<file path="config.mk">
export PLATFORM = sky130hd
export DESIGN_NAME = airi5c_wb_arbiter
export DESIGN_NICKNAME = d
export VERILOG_FILES = /design/src/rtl/airi5c_wb_arbiter_pkg.sv /design/src/rtl/airi5c_rr_arb.sv /design/src/rtl/airi5c_wb_arbiter.sv
export SDC_FILE = /design/constraint.sdc
export NUM_CORES = 1
export LEC_CHECK = 0
export CAP_MARGIN = 10
export CELL_PAD_IN_SITES_DETAIL_PLACEMENT = 1
export CELL_PAD_IN_SITES_GLOBAL_PLACEMENT = 2
export CORE_ASPECT_RATIO = 1.5
export CORE_UTILIZATION = 19
export CTS_CLUSTER_DIAMETER = 80
export DETAILED_ROUTE_END_ITERATION = 6
export PLACE_DENSITY_LB_ADDON = 0.1
export SYNTH_ARGS = -nofsm -noshare
export SYNTH_HDL_FRONTEND = slang
export SYNTH_SLANG_ARGS = --single-unit
export TNS_END_PERCENT = 20
</file>
<file path="constraint.sdc">
create_clock -name clk_i -period 1.9 [get_ports clk_i]
set_input_delay 0.285 -clock clk_i [delete_from_list [all_inputs] [get_ports clk_i]]
set_output_delay 0.285 -clock clk_i [all_outputs]
set_load 0.01 [all_outputs]
</file>
<file path="src/rtl/airi5c_wb_arbiter_pkg.sv">
`default_nettype none
// ============================================================================
//  Module      : airi5c_wb_arbiter_pkg
//  Description : Shared widths, parameter defaults and helpers for the
//                register-file write-back arbiter and its round-robin core.
//  Revision    : 1.0 - initial release
// ============================================================================
package airi5c_wb_arbiter_pkg;

    // Datapath widths of the RV32 core
    localparam int c_XPR_LEN        = 32;
    localparam int c_REG_ADDR_WIDTH = 5;
    localparam int c_NUM_REGS       = 32;

    // Architecture option defaults
    localparam int c_NUM_LL_DEFAULT       = 2;
    localparam int c_STARVE_LIMIT_DEFAULT = 4;

    // Pointer width for an n-way round-robin; a single requester still
    // needs a one-bit pointer so the port is never zero width.
    function automatic int rr_ptr_width(input int n);
        return (n > 1) ? $clog2(n) : 1;
    endfunction

endpackage
`default_nettype wire

</file>
<file path="src/rtl/airi5c_rr_arb.sv">
`default_nettype none
// ============================================================================
//  Module      : airi5c_rr_arb
//  Description : Combinational round-robin arbiter. The pointer names the
//                highest-priority requester; the search wraps modulo N.
//                Produces a one-hot grant and the pointer that follows it.
//  Revision    : 1.0 - initial release
// ============================================================================
module airi5c_rr_arb
    import airi5c_wb_arbiter_pkg::*;
#(
    parameter int N     = 2,
    parameter int PTR_W = rr_ptr_width(N)
) (
    input  logic [N-1:0]     req_i,
    input  logic [PTR_W-1:0] ptr_i,
    output logic [N-1:0]     gnt_o,
    output logic [PTR_W-1:0] next_ptr_o
);

    // Scan from the farthest offset down to the pointer so the nearest
    // requester after the pointer is the one left standing.
    always_comb begin
        gnt_o      = '0;
        next_ptr_o = ptr_i;
        for (int k = N - 1; k >= 0; k--) begin
            if (req_i[(int'(ptr_i) + k) % N]) begin
                gnt_o                            = '0;
                gnt_o[(int'(ptr_i) + k) % N]     = 1'b1;
                next_ptr_o = PTR_W'((int'(ptr_i) + k + 1) % N);
            end
        end
    end

endmodule
`default_nettype wire

</file>
<file path="src/rtl/airi5c_wb_arbiter.sv">
`default_nettype none
// ============================================================================
//  Module      : airi5c_wb_arbiter
//  Description : Arbitrates the register file's single write port between
//                the in-order write-back stage and NUM_LL out-of-order
//                long-latency units, with a starvation guard that stalls
//                the pipeline, plus a GPR/FPR pending-result scoreboard.
//  Revision    : 1.0 - initial release
// ============================================================================
module airi5c_wb_arbiter
    import airi5c_wb_arbiter_pkg::*;
#(
    parameter int NUM_LL       = c_NUM_LL_DEFAULT,
    parameter int STARVE_LIMIT = c_STARVE_LIMIT_DEFAULT
) (
    input  logic                               clk_i,
    input  logic                               rst_ni,
    input  logic                               pl_wen_i,
    input  logic [c_REG_ADDR_WIDTH-1:0]        pl_wa_i,
    input  logic [c_XPR_LEN-1:0]               pl_wd_i,
    input  logic [c_XPR_LEN-1:0]               pl_wd2_i,
    input  logic                               pl_use_rd64_i,
    input  logic                               pl_fpu_i,
    input  logic [NUM_LL-1:0]                  ll_valid_i,
    output logic [NUM_LL-1:0]                  ll_ready_o,
    input  logic [NUM_LL*c_REG_ADDR_WIDTH-1:0] ll_wa_i,
    input  logic [NUM_LL*c_XPR_LEN-1:0]        ll_wd_i,
    input  logic [NUM_LL-1:0]                  ll_fpu_i,
    input  logic                               iss_valid_i,
    input  logic [c_REG_ADDR_WIDTH-1:0]        iss_wa_i,
    input  logic                               iss_fpu_i,
    input  logic                               dm_wen_i,
    output logic                               stall_o,
    output logic                               wen_o,
    output logic [c_REG_ADDR_WIDTH-1:0]        wa_o,
    output logic [c_XPR_LEN-1:0]               wd_o,
    output logic [c_XPR_LEN-1:0]               wd2_o,
    output logic                               use_rd64_o,
    output logic                               sel_fpu_rd_o,
    output logic [c_NUM_REGS-1:0]              gpr_pend_o,
    output logic [c_NUM_REGS-1:0]              fpr_pend_o
);

    localparam int c_PTR_W = rr_ptr_width(NUM_LL);

    logic [c_PTR_W-1:0]          r_rr_ptr;
    logic [3:0]                  r_starve_cnt;
    logic                        r_stall;
    logic [c_NUM_REGS-1:0]       r_gpr_pend;
    logic [c_NUM_REGS-1:0]       r_fpr_pend;

    logic [NUM_LL-1:0]           w_gnt;
    logic [c_PTR_W-1:0]          w_next_ptr;
    logic                        w_any_valid;
    logic                        w_pl_grant;
    logic                        w_ll_grant;
    logic [c_REG_ADDR_WIDTH-1:0] w_ll_wa;
    logic [c_XPR_LEN-1:0]        w_ll_wd;
    logic                        w_ll_fpu;
    logic [3:0]                  w_cnt_next;
    logic                        w_stall_next;
    logic [c_NUM_REGS-1:0]       w_gpr_set;
    logic [c_NUM_REGS-1:0]       w_fpr_set;
    logic [c_NUM_REGS-1:0]       w_gpr_clr;
    logic [c_NUM_REGS-1:0]       w_fpr_clr;

    airi5c_rr_arb #(
        .N     (NUM_LL),
        .PTR_W (c_PTR_W)
    ) u_rr_arb (
        .req_i      (ll_valid_i),
        .ptr_i      (r_rr_ptr),
        .gnt_o      (w_gnt),
        .next_ptr_o (w_next_ptr)
    );

    // Ownership: debug > unstalled pipeline > round-robin LL winner
    assign w_any_valid = |ll_valid_i;
    assign w_pl_grant  = !dm_wen_i && pl_wen_i && !r_stall;
    assign w_ll_grant  = !dm_wen_i && !w_pl_grant && w_any_valid;

    // Pick out the destination, data and file select of the LL winner
    always_comb begin
        w_ll_wa  = '0;
        w_ll_wd  = '0;
        w_ll_fpu = 1'b0;
        for (int i = 0; i < NUM_LL; i++) begin
            if (w_gnt[i]) begin
                w_ll_wa  = ll_wa_i[i*c_REG_ADDR_WIDTH +: c_REG_ADDR_WIDTH];
                w_ll_wd  = ll_wd_i[i*c_XPR_LEN +: c_XPR_LEN];
                w_ll_fpu = ll_fpu_i[i];
            end
        end
    end

    // Drive the register-file write port; enables are killed during reset
    always_comb begin
        wen_o        = rst_ni && (w_pl_grant || w_ll_grant);
        ll_ready_o   = (rst_ni && w_ll_grant) ? w_gnt : '0;
        wa_o         = w_pl_grant ? pl_wa_i  : w_ll_wa;
        wd_o         = w_pl_grant ? pl_wd_i  : w_ll_wd;
        wd2_o        = w_pl_grant ? pl_wd2_i : '0;
        use_rd64_o   = w_pl_grant && pl_use_rd64_i;
        sel_fpu_rd_o = w_pl_grant ? pl_fpu_i : w_ll_fpu;
    end

    // Starvation counter: a debug write freezes it; reaching the limit
    // raises a one-cycle stall and restarts the count.
    always_comb begin
        w_cnt_next   = r_starve_cnt;
        w_stall_next = 1'b0;
        if (!dm_wen_i) begin
            if (w_ll_grant || !w_any_valid) begin
                w_cnt_next = 4'd0;
            end else begin
                w_cnt_next = r_starve_cnt + 4'd1;
            end
            if (w_cnt_next == 4'(STARVE_LIMIT)) begin
                w_stall_next = 1'b1;
                w_cnt_next   = 4'd0;
            end
        end
    end

    // Scoreboard set/clear decode; x0 is never pending, and set beats clear
    always_comb begin
        w_gpr_set = '0;
        w_fpr_set = '0;
        w_gpr_clr = '0;
        w_fpr_clr = '0;
        if (iss_valid_i) begin
            if (iss_fpu_i) begin
                w_fpr_set = c_NUM_REGS'(1) << iss_wa_i;
            end else begin
                w_gpr_set = (c_NUM_REGS'(1) << iss_wa_i) & ~c_NUM_REGS'(1);
            end
        end
        if (w_ll_grant) begin
            if (w_ll_fpu) begin
                w_fpr_clr = c_NUM_REGS'(1) << w_ll_wa;
            end else begin
                w_gpr_clr = c_NUM_REGS'(1) << w_ll_wa;
            end
        end
    end

    // State registers: round-robin pointer, starvation guard, scoreboard
    always_ff @(posedge clk_i or negedge rst_ni) begin
        if (!rst_ni) begin
            r_rr_ptr     <= '0;
            r_starve_cnt <= 4'd0;
            r_stall      <= 1'b0;
            r_gpr_pend   <= '0;
            r_fpr_pend   <= '0;
        end else begin
            if (w_ll_grant) begin
                r_rr_ptr <= w_next_ptr;
            end
            r_starve_cnt <= w_cnt_next;
            r_stall      <= w_stall_next;
            r_gpr_pend   <= ((r_gpr_pend & ~w_gpr_clr) | w_gpr_set) & ~c_NUM_REGS'(1);
            r_fpr_pend   <= (r_fpr_pend & ~w_fpr_clr) | w_fpr_set;
        end
    end

    assign stall_o    = r_stall;
    assign gpr_pend_o = r_gpr_pend;
    assign fpr_pend_o = r_fpr_pend;

endmodule
`default_nettype wire
</file>
==> flow_summary.toml <==
[critical_path]
crit_arrival_ps = 1940
worstSetupEndpointType = "primary output"
start_kind = "flop"
critPathKind = "reg2out"
worstPathMaxFanout = 6
worstPathRequired_ps = 1620

[clock_tree]
cts.sinks = 69
clk_latency_ps = 330
cts_tree = "built"
cts-root-buf = "clkbuf_16"
cts.reportedPaths.clkPinSlew_ps = 50
clk_path_buf_depth = 2
htree_num_levels = 3
cts_buffers = 9

[sta]
finalSetupViolations = 137
fin_skew_ps = 8.941
relSlewSlack_pct = 37.90
slew_violations = 0
tightest_slew_ps = 931.5
worst_slack_ps = -325.9
finalCriticalPeriod_ps = 2226
max_freq_mhz = 449.2
rsz0062_at_grt = "true"
timing.final.crit_share_pct = 117.2
final-hold-violation-count = 0

[synth]
netlist_area_sq_mm = 0.004627
yosysUniqueCellTypes = 45
synth_seq_cells = 69
syn_area_per_cell_sq_um = 7.789
synth_cells = 594
seq_area_frac_synth_pct = 37.32
synth_warnings = 0
synth_nets = 755

[pwr]
p_leak_nw = 3.985
ir_drop_mv = 0.3570
p_per_area_mw_per_mm2 = 732.5

[cells_and_area]
instances_no_fill = 1294
area_growth_pct = 111.7
multiInputGateArea_sq_mm = 0.003298
nets = 1127
layout-drive-gt1-share_pct = 29.76
nFillCells = 2777
seqCellArea_sq_mm = 0.001727

[run_status]
status = "finished, violations left"
violations = "setup timing"

[floorplan]
die_area_sq_mm = 0.02499
num_rows = 69
start_util_pct = 19.42
core-area_sq_mm = 0.02383
die_x_um = 129.4
die_h_um = 193.1
num_io_pins = 299

[run]
cap_violations = 0

[placement]
dp_slack_ps = -898.7
place_inst = 1239
portBuffers = 297
place_congestion = 0.8529
dp_hpwl_um = 21600

[global_routing]
grt_pass1_vias = 6686
grt_max_degree = 68
grt_usage_pct = 22.24
grt-ovfl-total = 0
antenna_found_initial = 7
grt_pass1_wl_um = 40280

[route]
vias_per_cell = 4.753
ant_nets = 0
drt-total-wl_um = 27970
drc = 0
num_vias = 6150
drt-initial-drc-count = 198
wl_per_cell_um = 21.62
dr.pass1.iters = 5

[min_path]
hold_class = "in2async"
## power breakdown
group	internal (mW)	switching (mW)	total (mW)
Clock	1.36	0.678	2.04
Sequential	1.77	0.214	1.98
Combinational	1.72	1.44	3.16
Total	4.84	2.34	7.18
## what timing repair did
item                       CTS  global route
hold buffers                 1             0
gates cloned                 6             3
setup buffers               14            16
setup endpoints to repair  137           137
hold endpoints to repair     2             0
resized for setup          425            35
pin swaps                   42            36
## layout make-up
class	instances	area share [%]
antenna	4	0.1022
clock buffer	11	2.580
clock inverter	5	1.086
inverter	3	0.1149
multi-input combinational	477	33.67
sequential	69	17.62
tap	319	4.074
timing repair buffer	406	40.75
## layer usage
layer | GRT usage, % | vias up | routed length, um
met5 | 0 | - | 38
met4 | 7.200 | 6 | 649
met3 | 6.733 | 33 | 2278
met2 | 40.84 | 242 | 14640
met1 | 24.09 | 2989 | 10370
li1 | - | 2880 | -
## sequential cells by signal (all words and copies together) (netlist names)
name,count
r_starve_cnt,4
gpr_pend_o,31
r_rr_ptr,1
stall_o,1
fpr_pend_o,32
## cell usage in the layout (no fill, tap or decap), types with 5 or more instances in the layout
cell,Yosys,layout
dfrtp_1,69,69
a221oi_2,1,8
clkbuf_16,0,12
buf_4,1,68
buf_6,2,32
a32o_2,1,5
nor4_4,2,5
and2_1,34,26
nand2_1,5,5
a221oi_4,0,22
nor4_2,14,11
and2_4,0,8
nor2_1,264,252
buf_2,14,55
buf_12,0,19
clkdlybuf4s50_1,0,218
a31oi_1,64,64
nor2_4,0,8
## critical path: stages, from the launching register on
cell      delay (ps)
dfrtp_1          400
buf_6            120
nand2b_4         130
nor2_4            50
buf_12           120
buf_12           130
buf_6            110
a221oi_4         320
nor2_1            80
buf_2            150
## path summary, 6_finish.rpt
| check | from | slack, ps | cells past startpoint | end |
|---|---|---|---|---|
| max | stall_o$_DFF_PN0_ | -330 | 9 | wd_o[6] |
| min reg2reg | r_starve_cnt[3]$_DFFE_PN0N_ | 540 | 1 | r_starve_cnt[3]$_DFFE_PN0N_ |
| min | rst_ni | 360 | 2 | gpr_pend_o[26]$_DFF_PN0_ |
| max in group asynchronous | rst_ni | 350 | 3 | gpr_pend_o[30]$_DFF_PN0_ |
| min in group clk_i | ll_valid_i[1] | 520 | 3 | r_rr_ptr$_DFFE_PN0P_ |
| max reg2reg | r_rr_ptr$_DFFE_PN0P_ | -160 | 8 | fpr_pend_o[2]$_DFF_PN0_ |
## Yosys cell counts (all sizes together)
library cell / instances / area share [%]
a21boi: 2 / 0.57
a21oi: 6 / 0.65
a221oi: 33 / 6.4
a22oi: 1 / 0.16
a31oi: 64 / 8.7
a32o: 5 / 1.1
a32oi: 6 / 2.3
a41oi: 1 / 0.19
and2: 34 / 4.6
and3: 2 / 0.27
buf: 17 / 2.2
clkbuf: 28 / 2.3
conb: 1 / 0.081
dfrtp: 69 / 37
ha: 1 / 0.27
inv: 3 / 0.24
nand2: 5 / 0.41
nand2b: 2 / 0.27
nand3: 2 / 0.22
nand3b: 2 / 0.32
nand4: 1 / 0.14
nand4b: 4 / 0.76
nand4bb: 3 / 0.73
nor2: 264 / 21
nor2b: 1 / 0.14
nor3: 1 / 0.11
nor3b: 2 / 0.32
nor4: 16 / 4.7
o211ai: 1 / 0.16
o21ai: 4 / 0.43
o221ai: 1 / 0.19
o31ai: 1 / 0.16
or3b: 2 / 0.38
or4: 1 / 0.16
or4b: 4 / 0.87
or4bb: 3 / 0.73
xnor2: 1 / 0.19
## through the flow
stage	TNS, ps	hold WS [ps]	power, mW	instance area, sq um	util, %
2_1_floorplan	0	-10.59	3.010	4627	-
3_3_place_gp	-70380	159.5	4.763	8561	35.93
3_5_place_dp	-74950	161.4	4.822	8561	35.93
4_1_cts	-15680	358.4	7.116	9490	39.83
5_1_grt	-31690	366.4	7.541	9789	41.08
6_report	-22020	362.8	7.177	9797	41.12
## logic make-up after synthesis
group	synth area share, %
compound gates	20.93
xor+xnor	0.1893
fa+ha+maj	0.2704
buf+inv	4.678
flops	37.32
other cells	0.08105
simple gates	36.53
No activity file was read; power rests on OpenSTA's default activity.
